**config.mk**
```make
export PLATFORM = sky130hd
export DESIGN_NAME = cla_add_sequencer
export DESIGN_NICKNAME = d
export VERILOG_FILES = /design/src/rtl/cla_seq_pkg.sv /design/src/rtl/cla_add_sequencer_slice.sv /design/src/rtl/cla_add_sequencer.sv
export SDC_FILE = /design/constraint.sdc
export NUM_CORES = 1
export LEC_CHECK = 0
export ABC_AREA = 1
export ABC_CLOCK_PERIOD_IN_PS = 2100
export CAP_MARGIN = 15
export CELL_PAD_IN_SITES_DETAIL_PLACEMENT = 1
export CELL_PAD_IN_SITES_GLOBAL_PLACEMENT = 2
export CORE_MARGIN = 2
export CORE_UTILIZATION = 32
export CTS_BUF_LIST = sky130_fd_sc_hd__clkbuf_8
export CTS_CLUSTER_DIAMETER = 200
export CTS_CLUSTER_SIZE = 8
export DETAILED_ROUTE_END_ITERATION = 12
export GPL_TIMING_DRIVEN = 0
export PLACE_DENSITY = 0.84
export REMOVE_ABC_BUFFERS = 1
export SLEW_MARGIN = 40
export SYNTH_ARGS = -nofsm -noshare
export SYNTH_HDL_FRONTEND = slang
export SYNTH_SLANG_ARGS = --single-unit
```
**constraint.sdc**
```tcl
create_clock -name clk -period 2.1 [get_ports clk]
set_clock_uncertainty 0.05 [all_clocks]
set_input_delay 0.42 -clock clk [delete_from_list [all_inputs] [get_ports clk]]
set_output_delay 0.42 -clock clk [all_outputs]
set_load 0.1 [all_outputs]
```
**src/rtl/cla_seq_pkg.sv**
```systemverilog
// ============================================================================
// Module      : cla_seq_pkg
// Description : Shared types and constants for the nibble-serial CLA sequencer.
// Revision    : 1.0 - initial release
// ============================================================================
`default_nettype none

package cla_seq_pkg;

    localparam int unsigned SLICE_W = 4;

    typedef logic [SLICE_W-1:0] nibble_t;

    typedef enum logic [1:0] {
        IDLE = 2'd0,
        RUN  = 2'd1,
        DONE = 2'd2
    } state_e;

    typedef logic [1:0] state_t;

    localparam state_t ST_IDLE = 2'd0;
    localparam state_t ST_RUN  = 2'd1;
    localparam state_t ST_DONE = 2'd2;

    function automatic int unsigned num_slices(input int unsigned width);
        return width / SLICE_W;
    endfunction

endpackage

`default_nettype wire

```
**src/rtl/cla_add_sequencer_slice.sv**
```systemverilog
// ============================================================================
// Module      : cla_slice_step
// Description : Combinational 4-bit carry-lookahead slice: g/p, C1..C4, sum.
// Revision    : 1.0 - initial release
// ============================================================================
`default_nettype none

module cla_slice_step
    import cla_seq_pkg::*;
(
    input  logic [SLICE_W-1:0] i_a,
    input  logic [SLICE_W-1:0] i_b,
    input  logic               i_c0,
    output logic [SLICE_W-1:0] o_s,
    output logic               o_c3,
    output logic               o_c4
);

    logic [SLICE_W-1:0] w_g;
    logic [SLICE_W-1:0] w_p;
    logic               w_c1;
    logic               w_c2;
    logic               w_c3;
    logic               w_c4;

    for (genvar i = 0; i < SLICE_W; i++) begin : g_gp
        assign w_g[i] = i_a[i] & i_b[i];
        assign w_p[i] = i_a[i] ^ i_b[i];
    end

    // Fully flattened lookahead: every carry depends only on g/p and i_c0.
    assign w_c1 = w_g[0]
                | (w_p[0] & i_c0);
    assign w_c2 = w_g[1]
                | (w_p[1] & w_g[0])
                | (w_p[1] & w_p[0] & i_c0);
    assign w_c3 = w_g[2]
                | (w_p[2] & w_g[1])
                | (w_p[2] & w_p[1] & w_g[0])
                | (w_p[2] & w_p[1] & w_p[0] & i_c0);
    assign w_c4 = w_g[3]
                | (w_p[3] & w_g[2])
                | (w_p[3] & w_p[2] & w_g[1])
                | (w_p[3] & w_p[2] & w_p[1] & w_g[0])
                | (w_p[3] & w_p[2] & w_p[1] & w_p[0] & i_c0);

    assign o_s  = w_p ^ {w_c3, w_c2, w_c1, i_c0};
    assign o_c3 = w_c3;
    assign o_c4 = w_c4;

endmodule

`default_nettype wire

```
**src/rtl/cla_add_sequencer.sv**
```systemverilog
// ============================================================================
// Module      : cla_add_sequencer
// Description : Nibble-serial WIDTH-bit add/subtract using one CLA slice,
//               valid/ready on both sides. Optional macro: CLA_SEQ_SUB_EN.
// Revision    : 1.0 - initial release
// ============================================================================
`default_nettype none

module cla_add_sequencer
    import cla_seq_pkg::*;
#(
    parameter int unsigned WIDTH = 32
) (
    input  logic             clk,
    input  logic             rst_n,
    input  logic             in_valid,
    output logic             in_ready,
    input  logic [WIDTH-1:0] a,
    input  logic [WIDTH-1:0] b,
    input  logic             cin,
    input  logic             sub,
    output logic             out_valid,
    input  logic             out_ready,
    output logic [WIDTH-1:0] sum,
    output logic             cout,
    output logic             ovf,
    output logic             busy
);

    localparam int unsigned N_SLICES = num_slices(WIDTH);
    localparam int unsigned CNT_W    = $clog2(N_SLICES);
    localparam logic [CNT_W-1:0] LAST_CNT = CNT_W'(N_SLICES - 1);

    state_t           r_state;
    logic [CNT_W-1:0] r_cnt;
    logic [WIDTH-1:0] r_opa;
    logic [WIDTH-1:0] r_opb;
    logic [WIDTH-1:0] r_res;
    logic             r_carry;
    logic [WIDTH-1:0] r_sum;
    logic             r_cout;
    logic             r_ovf;
    logic             r_out_valid;

    logic             w_sub;
    nibble_t          w_s;
    logic             w_c3;
    logic             w_c4;
    logic [WIDTH-1:0] w_res_next;

`ifdef CLA_SEQ_SUB_EN
    assign w_sub = sub;
`else
    logic w_sub_unused;
    assign w_sub_unused = sub;
    assign w_sub        = 1'b0;
`endif

    cla_slice_step u_slice (
        .i_a  (r_opa[SLICE_W-1:0]),
        .i_b  (r_opb[SLICE_W-1:0]),
        .i_c0 (r_carry),
        .o_s  (w_s),
        .o_c3 (w_c3),
        .o_c4 (w_c4)
    );

    // Result fills from the top so the first (LS) nibble lands at bit 0 after N shifts.
    assign w_res_next = {w_s, r_res[WIDTH-1:SLICE_W]};

    always_ff @(posedge clk or negedge rst_n) begin
        if (!rst_n) begin
            r_state     <= ST_IDLE;
            r_cnt       <= '0;
            r_opa       <= '0;
            r_opb       <= '0;
            r_res       <= '0;
            r_carry     <= 1'b0;
            r_sum       <= '0;
            r_cout      <= 1'b0;
            r_ovf       <= 1'b0;
            r_out_valid <= 1'b0;
        end else begin
            case (r_state)
                ST_IDLE: begin
                    if (in_valid) begin
                        r_opa   <= a;
                        r_opb   <= w_sub ? ~b : b;
                        r_carry <= w_sub ? 1'b1 : cin;
                        r_cnt   <= '0;
                        r_state <= ST_RUN;
                    end
                end
                ST_RUN: begin
                    r_opa   <= r_opa >> SLICE_W;
                    r_opb   <= r_opb >> SLICE_W;
                    r_res   <= w_res_next;
                    r_carry <= w_c4;
                    r_cnt   <= r_cnt + 1'b1;
                    if (r_cnt == LAST_CNT) begin
                        r_sum       <= w_res_next;
                        r_cout      <= w_c4;
                        r_ovf       <= w_c3 ^ w_c4;
                        r_out_valid <= 1'b1;
                        r_state     <= ST_DONE;
                    end
                end
                ST_DONE: begin
                    if (out_ready) begin
                        r_out_valid <= 1'b0;
                        r_state     <= ST_IDLE;
                    end
                end
                default: begin
                    r_out_valid <= 1'b0;
                    r_state     <= ST_IDLE;
                end
            endcase
        end
    end

    assign in_ready  = (r_state == ST_IDLE);
    assign busy      = (r_state == ST_RUN) || (r_state == ST_DONE);
    assign out_valid = r_out_valid;
    assign sum       = r_sum;
    assign cout      = r_cout;
    assign ovf       = r_ovf;

endmodule

`default_nettype wire
```
* Word-level counts from Yosys, hierarchy flattened
Cells that the tools add are included.
Operators by class: eq/ne operators 6, muxes and demuxes 15, $add $sub $neg 1, reduce and logical (&&, ||, !) cells 7, bitwise operators 37
Operators with widths (count):
- 32-bit one-hot mux with 2 select lines | 2
- 32-bit 2-to-1 mux | 2
- 1-bit AND | 20
- 1-bit OR | 10
- 2-bit 2-to-1 mux | 3
- 2-bit != test, second input constant | 3
- 2-bit one-hot mux with 3 select lines | 1
- 3-bit one-hot mux with 2 select lines | 1
- 3-bit AND reduction | 2
- 1-bit bitwise XOR | 5
- 2-bit AND reduction | 2
- 4-bit bitwise XOR | 1
- 3-bit by 1-bit adder with 3-bit output, second input constant | 1
- 3-bit == test, second input constant | 1
- 1-bit 2-to-1 mux | 3
- 3-bit 2-to-1 mux | 1
- 1-bit one-hot mux with 3 select lines | 1
- 2-bit by 1-bit == test with 1-bit output, second input constant | 1
- 2-bit == test, second input constant | 1
- 2-bit logical NOT | 1
- 1-bit one-hot mux with 2 select lines | 1
- 2-bit nonzero test | 1
- 1-bit logical OR | 1
- 1-bit inverter | 1
Storage, ports and cells: flip-flop bits (word level) 137, bits of input ports 70, output and inout port bits 37

* Depth between registers and ports, before layout
Gate-level depths: netlist (run 1).
depth in word-level cells 7, gate-level depth with buffers 9, mapped depth without buffers 8

* By module
A second synthesis (run 1) with hierarchy kept.
Unflattened totals: cells, all modules 771, area total of the unflattened synthesis 6200.9 µm²
By module, submodules not included:
- cla_add_sequencer | instances 1, cells each 744, area an instance 6017.0 µm²
- cla_slice_step | instances 1, cells each 27, area an instance 183.9 µm²

* Worst setup path after synthesis (run 1)
Ideal clock, no wire load.
kind reg2reg, start register r_state[0], end register r_opa[0], period minus slack after synthesis 2.295 ns, cell stages (with the launch flop) 8, arrival time 2.115 ns, path slack -0.195 ns, path buffers 2, library setup time 0.130 ns, required time 1.920 ns, cells stage by stage dfrtp_1 -> inv_1 -> ha_1 -> nand2_1 -> o21ai_4 -> buf_4 -> buf_2 -> a31oi_1
On the way: word-level cells in the longest chain between the ends 3
Ends and longest elaborated chain:
- start, declared | line cla_add_sequencer.sv:34 | state_t r_state;
- start signal, assigned | line cla_add_sequencer.sv:73 | r_state <= ST_IDLE;
- start signal, assigned | line cla_add_sequencer.sv:91 | r_state <= ST_RUN;
- start signal, assigned | line cla_add_sequencer.sv:105 | r_state <= ST_DONE;
- 2-bit logical NOT (*)
- via in_ready | line cla_add_sequencer.sv:17 | output logic in_ready,
- 2-bit != test (no line) or 2-bit nonzero test (tied branches)
- 2-bit AND reduction (no line)
- end signal, assigned | line cla_add_sequencer.sv:95 | r_opa <= r_opa >> SLICE_W;
- end, declared | line cla_add_sequencer.sv:36 | logic [WIDTH-1:0] r_opa;
Mark *: on every way through the listed nets, which the timed path passes. The rest lies on a longest branch. A chain may end at the register's enable or synchronous reset.

* Worst setup path in the final report (run 1)
start register r_state[0], end output in_ready
On the way: word-level cells in the longest chain between the ends 1
Ends and longest elaborated chain:
- 2-bit logical NOT | line cla_add_sequencer.sv:122 | assign in_ready = (r_state == ST_IDLE);
- end, declared | line cla_add_sequencer.sv:17
Every way passes these cells.

==> results.md, run 1 <==
* Status: finished clean
* CTS max path bufs at 2
* Post-synthesis cell area at 5710 um^2
* Drt first pass iters at 4
* Port bufs at 105
* GRT Util Overall at 16.8%
* Vias in the first global route at 5007
* Register clock-pin slew on the reported worst setup and hold paths at 0.08 ns
* Tmin final at 1.98 ns
* Row cnt at 48
* GR Overflow Total at 0
* F_max at 505 MHz
* Required time of the critical path at 1.63 ns
* Maximum capacitance violations at 0
* Final WL at 14500 um
* Die Height at 138 um
* DRC errors left at 0
* I/O pin total at 107
* CTS Root Cell: clkbuf_8
* Most frequent cells in the layout: nand2_1, dfrtp_1, clkdlybuf4s50_1
* Die area at 18900 um^2
* Worst R2R Start: r_state[1]
* Largest net degree at the start of global routing at 72
* Endpoint class of the critical path: output pin
* Final Hold Violating Endpoints at 0
* Die Wd at 138 um
* H-Tree Depth at 4
* Sequential fraction of the synthesis area at 58.3%
* Max_slew headroom at 65.8%
* Setup crit end: in_ready
* NumNets Final at 845
* Worst Path Max Fanout at 4
* Setup TNS at 0 ns
* Num CTS Buffers at 17
* CTS tree: yes
* Core area at 17400 um^2
* Dpl hpwl at 9290 um
* Layout area overhead at 32.5%
* Initial antenna violation count at 0
* ANT cells at 0
* Seq cells post-synth at 133
* CP startpoint: r_state[0]
* Syn avg cell area at 8.73 um^2
* Hold crit path type: input port to async pin
* Post-synth cell types at 22
* Most common cell after layout, fill and taps aside: nand2_1
* First-pass GRT wire length at 24500 um
* Reg2reg setup slack at 0.14 ns
* GPL Wtd Cong at 0.773
* CTS sink cnt at 133
* Setup violators final at 0
* Via count at 4705
* Setup crit start kind: flip-flop
* Routed len/inst at 14.4 um
* Post-Synthesis Cells at 654
* ANT nets after route at 0
* Later-pin clock latency in the skew report at 0.45 ns
* Drt first-iter violations at 206
* Reg2Reg Depth at 12
* Actual slew at the worst max-slew pin at 0.517 ns
* Max-slew violation count at 0
* Synth warnings at 0
* Layout Utilization at 43.6%
* Critical R2R Capture: r_opb[31]
* Crit path kind: flip-flop to output pin
* Fin crit share at 94.3%
* CP arrival at 1.51 ns
* Unrepaired setup endpoints after global routing: no
* Vias per std cell at 4.69
* Initial Utilization at 32.9%
* Layout cell share with drive strength beyond 1 at 13.6%
[logic make-up (layout without fill, tap and decap cells)]
group / count (synthesis) / after routing / synth area share (%)
and+or+nand+nor: 307 / 307 / 20.9
DFF: 133 / 133 / 58.3
AOI/OAI and AO/OA: 122 / 122 / 12.2
buffers and inverters: 81 / 205 / 6.12
adders and majority gates: 10 / 10 / 2.32
xor gates and xnor gates: 1 / 1 / 0.153
[stage by stage]
stage,hold slack [ns],cell area [um^2],instances,worst slack (ns)
floorplan,0.0744,5510,613,-3.90
global placement,0.409,6840,943,-7.39
detailed placement,0.232,6870,953,-1.18
CTS,0.314,7500,998,0.0104
global route,0.334,7560,1003,0.00458
finish,0.348,7560,1003,0.120
[worst max-delay path, cell delays in order, from the launching register on]
cell and delay (ns):
dfrtp_1 0.42, inv_1 0.12, ha_2 0.27, buf_6 0.25
[registers in the layout (all words and copies together) (netlist names), 2 cells and up]
signal,count
r_opa,32
r_opb,32
sum,32
r_res,28
r_cnt,3
r_state,2
[per-layer routing]
metal | wire [um] | GRT usage [%] | vias to the layer above
li1 | - | - | 2341
met1 | 6640 | 21.0 | 2256
met2 | 6880 | 27.9 | 93
met3 | 812 | 5.30 | 15
met4 | 146 | 4.98 | 0
met5 | 0 | 0 | -
[cell type report]
type / instances / area [um^2]
clock buffer: 19 / 262
clock inverter: 13 / 180
fill: 2042 / 9800
inverter: 40 / 170
multi-input combinational: 440 / 2060
sequential: 133 / 3330
tap: 225 / 282
timing repair buffer: 132 / 1270
timing repair inverter: 1 / 8.76
[how the worst min path moves through the flow]
stage	start	to	slack (ns)	cells past startpoint
global route	rst_n	sum[5]	0.33	2
detailed placement	rst_n	sum[5]	0.23	1
global placement	r_cnt[1]	r_cnt[1]	0.41	2
finish	rst_n	sum[5]	0.35	2
CTS	rst_n	sum[5]	0.31	2
floorplan	rst_n	cout	0.07	0
[timing repair]
action,in CTS,in global routing
buffers inserted,10,5
gates cloned,3,0
endpoints found under the hold margin,25,0
gates resized for setup,11,5
endpoints found under the setup margin,72,31
hold buffers,1,0
pin swaps,1,1
[Yosys cell counts]
cell	n	area share [%]
a31oi_1	57	6.2
a21o_1	1	0.13
buf_4	2	0.26
a21oi_1	3	0.26
dfrtp_1	133	58
inv_1	39	2.6
nand4_1	1	0.11
nor2_1	63	4.1
xor2_1	1	0.15
buf_1	3	0.20
buf_2	12	1.1
inv_2	1	0.066
nand2_1	217	14
buf_6	3	0.59
a21boi_0	1	0.13
clkbuf_1	21	1.4
nand3_1	23	2.0
or2_2	3	0.33
o21ai_4	1	0.29
ha_1	9	2.0
fa_1	1	0.35
o21ai_0	59	5.2
Power of run 1 is not shown: default switching activity piles up to over one toggle a cycle in this logic, so the estimate is an artifact.
==> inputs of run 2 (changes only) <==
--- a/config.mk
+++ b/config.mk
@@ -17,7 +17,7 @@
 export CTS_CLUSTER_SIZE = 8
 export DETAILED_ROUTE_END_ITERATION = 12
 export GPL_TIMING_DRIVEN = 0
-export PLACE_DENSITY = 0.84
+export PLACE_DENSITY = 0.88
 export REMOVE_ABC_BUFFERS = 1
 export SLEW_MARGIN = 40
 export SYNTH_ARGS = -nofsm -noshare
==> run 2 against run 1 <==
Non-clock buffer count decreased by 9. Register-to-register slack worse by 0.03 ns. First-iteration DRC count shrank 18%. Via count fell by 0.23%. Sequential share of layout area is 1.2 points higher. Worst setup slack got worse by 0.043 ns. Critical path type unchanged. Largest cell class unchanged.
==> results.md, run 2 (same netlist as run 1, synthesis figures left out) <==
* Final Hold Violating Endpoints at 0 (unchanged)
* Register clock-pin slew on the reported worst setup and hold paths at 0.08 ns (about the same)
* Hold crit path type: flip-flop to flip-flop
* Via count at 4694 (-0.23%)
* Max-slew violation count at 0 (unchanged)
* Die Wd at 138 um (unchanged)
* Layout Utilization at 42.4% (-1.2 points)
* Fin crit share at 96.3% (+2.0 points)
* Setup violators final at 0 (unchanged)
* Required time of the critical path at 1.63 ns (about the same)
* Row cnt at 48 (unchanged)
* Max_slew headroom at 66.2% (+0.45 points)
* Worst Path Max Fanout at 3 (-1)
* Hold_ws at 0.435 ns (+0.0866 ns)
* I/O pin total at 107 (unchanged)
* Most frequent cells in the layout: nand2_1, dfrtp_1, clkdlybuf4s50_1
* CP arrival at 1.55 ns (+0.04 ns)
* Largest net degree at the start of global routing at 74 (+2.8%)
* Initial antenna violation count at 1 (+1)
* Vias in the first global route at 4972 (-0.70%)
* Status: finished clean
* Most common cell after layout, fill and taps aside: nand2_1
* Final WS setup at 0.0777 ns (-0.0426 ns)
* ANT nets after route at 0 (unchanged)
* Core area at 17400 um^2 (unchanged)
* H-Tree Depth at 4 (unchanged)
* Actual slew at the worst max-slew pin at 0.510 ns (-0.00685 ns)
* Drt first pass iters at 4 (unchanged)
* Routed len/inst at 14.2 um (-1.6%)
* GRT Util Overall at 16.2% (-0.56 points)
* Die area at 18900 um^2 (unchanged)
* Endpoint class of the critical path: output pin
* DRC errors left at 0 (unchanged)
* Layout area overhead at 28.9%
* NumNets Final at 835 (-1.2%)
* Tmin final at 2.02 ns (+0.0426 ns)
* Drt first-iter violations at 168 (-18%)
* F_max at 494 MHz (-2.1%)
* CTS Root Cell: clkbuf_8
* CTS tree: yes
* ANT cells at 0 (unchanged)
* Num CTS Buffers at 17 (unchanged)
* Initial Utilization at 32.9% (unchanged)
* Maximum capacitance violations at 0 (unchanged)
* Dpl hpwl at 9450 um (+1.7%)
* Port bufs at 105 (unchanged)
* Final WL at 14100 um (-2.6%)
* Die Height at 138 um (unchanged)
* Unrepaired setup endpoints after global routing: yes
* Later-pin clock latency in the skew report at 0.44 ns (about the same)
* Vias per std cell at 4.73 (+0.77%)
* GPL Wtd Cong at 0.741 (-4.2%)
* GR Overflow Total at 0 (unchanged)
* Crit path kind: flip-flop to output pin
* Critical-path cell list: inv_1 -> ha_2 -> buf_4
* First-pass GRT wire length at 24000 um (-2.1%)
* CP max stage cell: dfrtp_1
* Layout cell share with drive strength beyond 1 at 12.6% (-0.99 points)
* Setup crit start kind: flip-flop
* CP max stage delay at 0.40 ns (-0.02 ns)
* CTS sink cnt at 133 (unchanged)
* CTS max path bufs at 2 (unchanged)
* Setup WS pre-CTS at -0.850 ns (+0.326 ns)
## run 2: layer usage
layer | vias up | routed length [um] | track usage (%) | share of wire [%]
met4 | 0 | 163 | 5.10 | 1.2
met3 | 15 | 838 | 5.00 | 5.9
met2 | 95 | 6720 | 27.2 | 48
met5 | - | 0 | 0 | 0
li1 | 2322 | - | - | -
met1 | 2262 | 6390 | 20.0 | 45
## run 2: per-stage QoR
| stage | TNS, ns | instances | cell area, um^2 |
|---|---|---|---|
| floorplan | -336.08 | 613 | 5510 |
| global placement | -1291.96 | 943 | 6840 |
| detailed placement | -27.29 | 952 | 6840 |
| CTS | 0 | 993 | 7350 |
| global route | -0.0425 | 993 | 7360 |
| finish | 0 | 993 | 7360 |
## run 2: final cells by class
class | count | area [um^2]
Clock inverter | 15 | 109
Fill cell | 2034 | 10000
Clock buffer | 17 | 234
Tap cell | 225 | 282
Multi-Input combinational cell | 440 | 2060
Timing Repair Buffer | 123 | 1170
Inverter | 40 | 170
Sequential cell | 133 | 3330
## run 2: final timing paths
path	start	to	slack [ns]	cells after the start
setup / recovery	r_state[0]	busy	0.08	3
hold / removal	sum[23]	sum[23]	0.43	2
setup reg to reg	r_state[1]	r_cnt[0]	0.11	11
hold reg to reg	sum[23]	sum[23]	0.43	2
max in group asynchronous	rst_n	r_opa[2]	0.83	3
min in group asynchronous	rst_n	sum[9]	0.46	2
## run 2: timing repair
item | CTS | global route
hold buffers | 1 | 0
gates cloned | 2 | 0
gates resized for setup | 9 | 2
pin swaps | 1 | 1
endpoints found under the setup margin | 72 | 27
buffers inserted | 6 | 0
hold endpoints to repair | 61 | 0
## run 2: critical path, delay by kind of cell (launching register included)
kind                       cells  cell delay [ns]
adders and majority gates      1             0.33
DFF                            1             0.40
buffers and inverters          2             0.38
Power of run 2 is left out for the same reason.
